--- config.mk ---
export PLATFORM = sky130hd
export DESIGN_NAME = commit_trace_unit_flat
export DESIGN_NICKNAME = d
export VERILOG_FILES = /design/src/rtl/commit_trace_pkg.sv /design/src/rtl/commit_trace_if.sv /design/src/rtl/trace_fifo.sv /design/src/rtl/commit_trace_unit.sv /design/src/flat_wrapper.sv
export SDC_FILE = /design/constraint.sdc
export NUM_CORES = 1
export LEC_CHECK = 0
export CAP_MARGIN = 20
export CORE_ASPECT_RATIO = 1.4
export CORE_MARGIN = 5
export CORE_UTILIZATION = 50
export CTS_BUF_LIST = sky130_fd_sc_hd__clkbuf_8
export DETAILED_ROUTE_END_ITERATION = 10
export PLACE_DENSITY = 0.68
export SYNTH_ARGS = -nofsm -noshare
export SYNTH_HDL_FRONTEND = slang
export SYNTH_HIERARCHICAL = 1
export SYNTH_SLANG_ARGS = --single-unit
--- constraint.sdc ---
create_clock -name clk -period 17.3 [get_ports clk]
set_input_delay 2.595 -clock clk [delete_from_list [all_inputs] [get_ports clk]]
set_output_delay 2.595 -clock clk [all_outputs]
set_load 0.01 [all_outputs]
--- src/rtl/commit_trace_pkg.sv ---
// Shared types and constants for the commit trace unit: packet type codes,
// packet width, FSM state encoding and the packet packing helper.
package commit_trace_pkg;

  localparam logic [1:0] TRC_REG = 2'b01;
  localparam logic [1:0] TRC_MEM = 2'b10;
  localparam int         TRC_W   = 98;

  typedef enum logic [1:0] {
    S_RUN   = 2'd0,
    S_DRAIN = 2'd1,
    S_DONE  = 2'd2
  } state_t;

  function automatic logic [TRC_W-1:0] make_pkt(input logic [1:0]  kind,
                                                input logic [31:0] pc,
                                                input logic [31:0] addr,
                                                input logic [31:0] data);
    return {kind, pc, addr, data};
  endfunction

endpackage

--- src/rtl/commit_trace_if.sv ---
// Trace packet stream: {type[97:96], pc[95:64], addr[63:32], data[31:0]}.
// A packet transfers on a clock edge where trc_valid && trc_ready; while
// trc_valid is high and trc_ready low, trc_data holds and trc_valid stays up.
interface commit_trace_if;
  import commit_trace_pkg::*;

  logic             trc_valid;
  logic             trc_ready;
  logic [TRC_W-1:0] trc_data;

  modport master (output trc_valid, output trc_data, input trc_ready);
  modport slave  (input trc_valid, input trc_data, output trc_ready);

endinterface

--- src/rtl/trace_fifo.sv ---
// Synchronous FIFO with registered storage; pointers carry one extra wrap bit.
// A push while full is accepted only when a pop happens in the same cycle.
module trace_fifo #(
  parameter int DEPTH = 16,
  parameter int WIDTH = 98
) (
  input  logic             clk,
  input  logic             reset,
  input  logic             push,
  input  logic [WIDTH-1:0] wdata,
  input  logic             pop,
  output logic             full,
  output logic             empty,
  output logic [WIDTH-1:0] rdata
);

  localparam int AW = $clog2(DEPTH);

  logic [AW:0]      wr_ptr;
  logic [AW:0]      rd_ptr;
  logic [WIDTH-1:0] mem [DEPTH];
  logic             push_ok;
  logic             pop_ok;

  assign empty   = (wr_ptr == rd_ptr);
  assign full    = (wr_ptr[AW] != rd_ptr[AW]) && (wr_ptr[AW-1:0] == rd_ptr[AW-1:0]);
  assign pop_ok  = pop && !empty;
  assign push_ok = push && (!full || pop_ok);
  assign rdata   = mem[rd_ptr[AW-1:0]];

  always_ff @(posedge clk) begin
    if (!reset) begin
      wr_ptr <= '0;
      rd_ptr <= '0;
    end else begin
      if (push_ok) wr_ptr <= wr_ptr + 1'b1;
      if (pop_ok)  rd_ptr <= rd_ptr + 1'b1;
    end
  end

  always_ff @(posedge clk) begin
    if (push_ok) mem[wr_ptr[AW-1:0]] <= wdata;
  end

endmodule

--- src/rtl/commit_trace_unit.sv ---
// Retirement monitor: packs register-write and store commits into a trace FIFO,
// ends capture on the end-sign store or MAX_CYCLES, drains, then raises done.
// Build option TRACE_X0_FILTER_EN: register writes to x0 are ignored entirely.
module commit_trace_unit
  import commit_trace_pkg::*;
#(
  parameter int          DEPTH      = 16,
  parameter int          MAX_CYCLES = 2000,
  parameter logic [31:0] END_ADDR   = 32'h0000_0290,
  parameter logic [31:0] END_DATA   = 32'h7FFF_FFFF,
  parameter int          CNT_W      = 16
) (
  input  logic              clk,
  input  logic              reset,
  input  logic [31:0]       cpu_pc,
  input  logic              cpu_reg_we,
  input  logic [4:0]        cpu_rd,
  input  logic [31:0]       cpu_wb_data,
  input  logic              cpu_mem_we,
  input  logic [31:0]       cpu_mem_addr,
  input  logic [31:0]       cpu_mem_wdata,
  commit_trace_if.master    trc,
  output logic              done,
  output logic              timeout,
  output logic              overflow,
  output logic [CNT_W-1:0]  drop_cnt,
  output logic [31:0]       commit_cnt,
  output state_t            state
);

  state_t           state_n;
  logic             capture;
  logic             reg_ev;
  logic             mem_ev;
  logic             push;
  logic             pop;
  logic             accept;
  logic             full;
  logic             empty;
  logic             end_sign;
  logic             timeout_hit;
  logic [TRC_W-1:0] pkt;
  logic [1:0]       n_drop;
  logic [CNT_W:0]   drop_sum;
  logic [CNT_W-1:0] drop_next;
  logic [31:0]      cyc_cnt;

  assign capture = (state == S_RUN);

`ifdef TRACE_X0_FILTER_EN
  assign reg_ev = capture && cpu_reg_we && (cpu_rd != 5'd0);
`else
  assign reg_ev = capture && cpu_reg_we;
`endif
  assign mem_ev = capture && cpu_mem_we;

  // A simultaneous register write loses to the store and is counted as dropped.
  assign push   = reg_ev || mem_ev;
  assign pkt    = mem_ev ? make_pkt(TRC_MEM, cpu_pc, cpu_mem_addr, cpu_mem_wdata)
                         : make_pkt(TRC_REG, cpu_pc, {27'b0, cpu_rd}, cpu_wb_data);
  assign pop    = trc.trc_valid && trc.trc_ready;
  assign accept = push && (!full || pop);
  assign n_drop = {1'b0, push && !accept} + {1'b0, reg_ev && mem_ev};

  assign end_sign    = mem_ev && (cpu_mem_addr == END_ADDR) && (cpu_mem_wdata == END_DATA);
  assign timeout_hit = capture && !end_sign && (cyc_cnt == 32'(MAX_CYCLES - 1));

  assign drop_sum  = {1'b0, drop_cnt} + (CNT_W+1)'(n_drop);
  assign drop_next = drop_sum[CNT_W] ? {CNT_W{1'b1}} : drop_sum[CNT_W-1:0];

  trace_fifo #(.DEPTH(DEPTH), .WIDTH(TRC_W)) u_fifo (
    .clk   (clk),
    .reset (reset),
    .push  (accept),
    .wdata (pkt),
    .pop   (pop),
    .full  (full),
    .empty (empty),
    .rdata (trc.trc_data)
  );

  assign trc.trc_valid = !empty;
  assign done          = (state == S_DONE);

  always_comb begin
    state_n = state;
    case (state)
      S_RUN:   if (end_sign || timeout_hit) state_n = S_DRAIN;
      S_DRAIN: if (empty) state_n = S_DONE;
      S_DONE:  state_n = S_DONE;
      default: state_n = S_RUN;
    endcase
  end

  always_ff @(posedge clk) begin
    if (!reset) state <= S_RUN;
    else        state <= state_n;
  end

  always_ff @(posedge clk) begin
    if (!reset) begin
      cyc_cnt    <= '0;
      timeout    <= 1'b0;
      overflow   <= 1'b0;
      drop_cnt   <= '0;
      commit_cnt <= '0;
    end else begin
      if (capture)        cyc_cnt    <= cyc_cnt + 32'd1;
      if (timeout_hit)    timeout    <= 1'b1;
      if (n_drop != 2'd0) begin
        overflow <= 1'b1;
        drop_cnt <= drop_next;
      end
      if (accept)         commit_cnt <= commit_cnt + 32'd1;
    end
  end

endmodule

--- src/flat_wrapper.sv ---
// flat-port wrapper written by rule: the top's interface ports become plain ports
module commit_trace_unit_flat import commit_trace_pkg::*;
#(
  parameter int          DEPTH      = 16,
  parameter int          MAX_CYCLES = 2000,
  parameter logic [31:0] END_ADDR   = 32'h0000_0290,
  parameter logic [31:0] END_DATA   = 32'h7FFF_FFFF,
  parameter int          CNT_W      = 16
)
  (clk, reset, cpu_pc, cpu_reg_we, cpu_rd, cpu_wb_data, cpu_mem_we, cpu_mem_addr, cpu_mem_wdata, done, timeout, overflow, drop_cnt, commit_cnt, state, trc_trc_valid, trc_trc_data, trc_trc_ready);
  commit_trace_if trc_i ();
  input  logic clk;
  input  logic reset;
  input  logic [31:0] cpu_pc;
  input  logic cpu_reg_we;
  input  logic [4:0] cpu_rd;
  input  logic [31:0] cpu_wb_data;
  input  logic cpu_mem_we;
  input  logic [31:0] cpu_mem_addr;
  input  logic [31:0] cpu_mem_wdata;
  output logic done;
  output logic timeout;
  output logic overflow;
  output logic [CNT_W-1:0] drop_cnt;
  output logic [31:0] commit_cnt;
  output state_t state;
  output wire logic [$bits(trc_i.trc_valid)-1:0] trc_trc_valid;
  output wire logic [$bits(trc_i.trc_data)-1:0] trc_trc_data;
  input wire logic [$bits(trc_i.trc_ready)-1:0] trc_trc_ready;
  assign trc_trc_valid = trc_i.trc_valid;
  assign trc_trc_data = trc_i.trc_data;
  assign trc_i.trc_ready = trc_trc_ready;
  commit_trace_unit #(.DEPTH(DEPTH), .MAX_CYCLES(MAX_CYCLES), .END_ADDR(END_ADDR), .END_DATA(END_DATA), .CNT_W(CNT_W)) u_core (.clk(clk), .reset(reset), .cpu_pc(cpu_pc), .cpu_reg_we(cpu_reg_we), .cpu_rd(cpu_rd), .cpu_wb_data(cpu_wb_data), .cpu_mem_we(cpu_mem_we), .cpu_mem_addr(cpu_mem_addr), .cpu_mem_wdata(cpu_mem_wdata), .trc(trc_i), .done(done), .timeout(timeout), .overflow(overflow), .drop_cnt(drop_cnt), .commit_cnt(commit_cnt), .state(state));
endmodule
==> flow_metrics.env <==
export IMPL_drive_gt1_frac=0.2654
export IMPL_p_per_area_nw_per_um2=114.4
export IMPL_synth_edf_count=1568
export IMPL_wl_per_cell_um=28.60
export IMPL_syn_avg_cell_area_um2=22.87
export IMPL_drtAntennaViolNets=0
export IMPL_start_kind="register"
export IMPL_cts_tree="done"
export IMPL_cts_hold_buf=0
export IMPL_numPortBuffers=289
export IMPL_synth_adder_area_share=0.003234
export IMPL_num_fill_cells=9141
export IMPL_path_cells="buf_4 > buf_4 > buf_4 > mux4_2 > mux4_2 > clkdlybuf4s50_1"
export IMPL_die_h_um=434.1
export IMPL_synth_compound_area_frac=0.006020
export IMPL_root_buffer="clkbuf_8"
export IMPL_rows=155
export IMPL_yosysWarnings=6
export IMPL_initial_core_util=0.5033
export IMPL_cts_num_sinks=1666
export IMPL_setup_violations_final=0
export IMPL_hold_slack_ps=461.4
export IMPL_ctsHtreeMaxLevel=4
export IMPL_synth_ff_type="edfxtp_1"
export IMPL_crit_top_cell="buf_4"
export IMPL_final_nets=3397
export IMPL_register_area_um2=49060
export IMPL_cp_required_ps=14700
export IMPL_place_gp_congestion=0.7853
export IMPL_syn_num_nets=2962
export IMPL_placed_area_um2=68940
export IMPL_synthesis_area_um2=64220
export IMPL_seq_area_frac_synth=0.7637
export IMPL_crit_slowest_cell="dfxtp_4"
export IMPL_synthArstFlopShare=0
export IMPL_setup_ws_ps=8593
export IMPL_globalRouteTotalUtil=0.2152
export IMPL_cap_violations=0
export IMPL_cpPeakStageDelay_ps=960
export IMPL_multi_input_area_um2=14440
export IMPL_cts_buffer_depth=3
export IMPL_post_route_period_util=0.5033
export IMPL_totalWireLength_um=145500
export IMPL_synthCells=2808
export IMPL_numCtsBuffers=229
export IMPL_clk_latency_ps=950
export IMPL_fin_crit_ps=8707
export IMPL_grt_max_degree=122
export IMPL_grt_pass1_vias=32710
export IMPL_synth_top_family_by_area="multiplexers"
export IMPL_io_pins=290
export IMPL_overflow=0
export IMPL_die_w_um=312.9
export IMPL_place_ws_ps=9493
export IMPL_crit_type="reg2out"
export IMPL_power_leakage_nw=22.71
export IMPL_routed_via_count=30510
export IMPL_die_area_um2=135800
export IMPL_area_growth_pct=14.57
export IMPL_timing_fmax_mhz=114.8
export IMPL_worstHoldPathType="reg2reg"
export IMPL_postCtsSetupBuffers=0
export IMPL_path_max_fanout=71
export IMPL_grt_pass1_wl_um=214700
export IMPL_netlist_cell_type_count=52
export IMPL_coreArea_um2=127600
export IMPL_hold_viol=0
export IMPL_arrival_ps=6110
export IMPL_drtPass1Iterations=5
export IMPL_skew_ps=53.11
export IMPL_remaining_drc_errors=0
export IMPL_first_iter_violations=2459
export IMPL_antenna_found_initial=4
export IMPL_synth_mux_area_frac=0.1794
export IMPL_rsz0062_at_grt="false"
export IMPL_ctsResizeCount=0
export IMPL_drv_slew=0
export IMPL_fin_tns_setup_ps=0
export IMPL_synthXorXnorAreaFrac=0.009819
export IMPL_final_util=0.5766
export IMPL_irDropWorstVdd_uv=80.72
export IMPL_path_clk_slew_ps=70
export IMPL_fin_area_um2=73580
export IMPL_finalNonFillerCells=5086
export IMPL_slew_headroom=0.2273
export IMPL_dpl_cell_count=4656
export IMPL_worstMarginPinSlew_ps=1159
export IMPL_endpoint_kind="output pin"
export IMPL_report_power_total_mw=8.416
export IMPL_vias_per_cell=5.999
export IMPL_dp_final_hpwl_um=78710
export IMPL_synth_simple_area_share=0.02496
export IMPL_status="finished clean"
export IMPL_ys_ff_latch=1666
[worst max-delay path, delay by kind of cell, from the launching register on]
family,cells,cell delay (ps)
buffers and inverters,4,3070
DFF,1,960
muxes,2,950
[kinds of logic after synthesis]
family,after synthesis
flip-flops,1666
buffers and inverters,161
XOR/XNOR,72
AND/OR/NAND/NOR,300
AO/OA/AOI/OAI,59
multiplexers,534
adder cells (fa/ha/maj),16
[registers in the layout, summed over array words and instances, names as in the netlist, named ones only]
name	flops
u_core/commit_cnt	32
u_core/cyc_cnt	32
u_core/drop_cnt	16
u_core/overflow	1
u_core/state	2
u_core/timeout	1
u_core/u_fifo/mem	1568
u_core/u_fifo/rd_ptr	5
u_core/u_fifo/wr_ptr	5
[worst paths after layout]
check | start | to | slack [ps] | cells past startpoint
setup / recovery | register | trc_trc_data[17] | 8590 | 6
hold / removal | u_core/overflow | u_core/overflow | 460 | 1
setup reg to reg | u_core/u_fifo/wr_ptr[3] | u_core/u_fifo/mem[14][11] | 12240 | 9
hold reg to reg | u_core/overflow | u_core/overflow | 460 | 1
[routing by layer]
metal	GRT usage	vias to the layer above	wire [µm]	part of all wire
li1	-	12770	-	-
met1	0.2854	16360	57120	0.39
met2	0.3683	1150	75320	0.52
met3	0.04381	230	9565	0.066
met4	0.05995	2	3434	0.024
met5	0	-	13	0.000089
[final cells by class]
cell class / instances / area share
Sequential cell: 1666 / 0.6668
Multi-Input combinational cell: 981 / 0.1962
Timing Repair Buffer: 340 / 0.04601
Clock buffer: 234 / 0.04377
Tap cell: 1648 / 0.02802
Clock inverter: 190 / 0.01782
Inverter: 25 / 0.001275
Antenna cell: 2 / 0.00006802
[power by group]
| group | switching, mW | total [mW] | leakage [nW] | internal, mW |
|---|---|---|---|---|
| logic | 0.435 | 0.899 | 5.13 | 0.464 |
| registers | 0.0333 | 4.55 | 15.1 | 4.52 |
| clock network | 1.47 | 2.97 | 2.51 | 1.50 |
| total | 1.93 | 8.42 | 22.7 | 6.48 |
[cell usage in the layout, fill, tap and decap left out, drive strengths merged, types with 51 or more instances in the layout]
master,synthesis,layout
edfxtp,1568,1568
mux4,490,490
clkdlybuf4s50,0,289
clkbuf,77,234
clkinv,0,113
dfxtp,98,98
inv,25,84
nor2,69,69
and3,59,59
buf,59,51
[cell usage after synthesis, types with 22 or more instances]
cell type | count | share of area
nand4_1 | 29 | 0.0028
dfxtp_1 | 98 | 0.031
mux2_2 | 37 | 0.0065
inv_1 | 24 | 0.0014
clkbuf_1 | 76 | 0.0044
nand2_1 | 44 | 0.0026
a21oi_1 | 22 | 0.0017
edfxtp_1 | 1568 | 0.73
and3_1 | 59 | 0.0057
nor2_1 | 69 | 0.0040
xnor2_1 | 45 | 0.0061
buf_4 | 30 | 0.0035
mux4_2 | 490 | 0.17
xor2_1 | 27 | 0.0037
No activity file was read; power rests on OpenSTA's default activity.
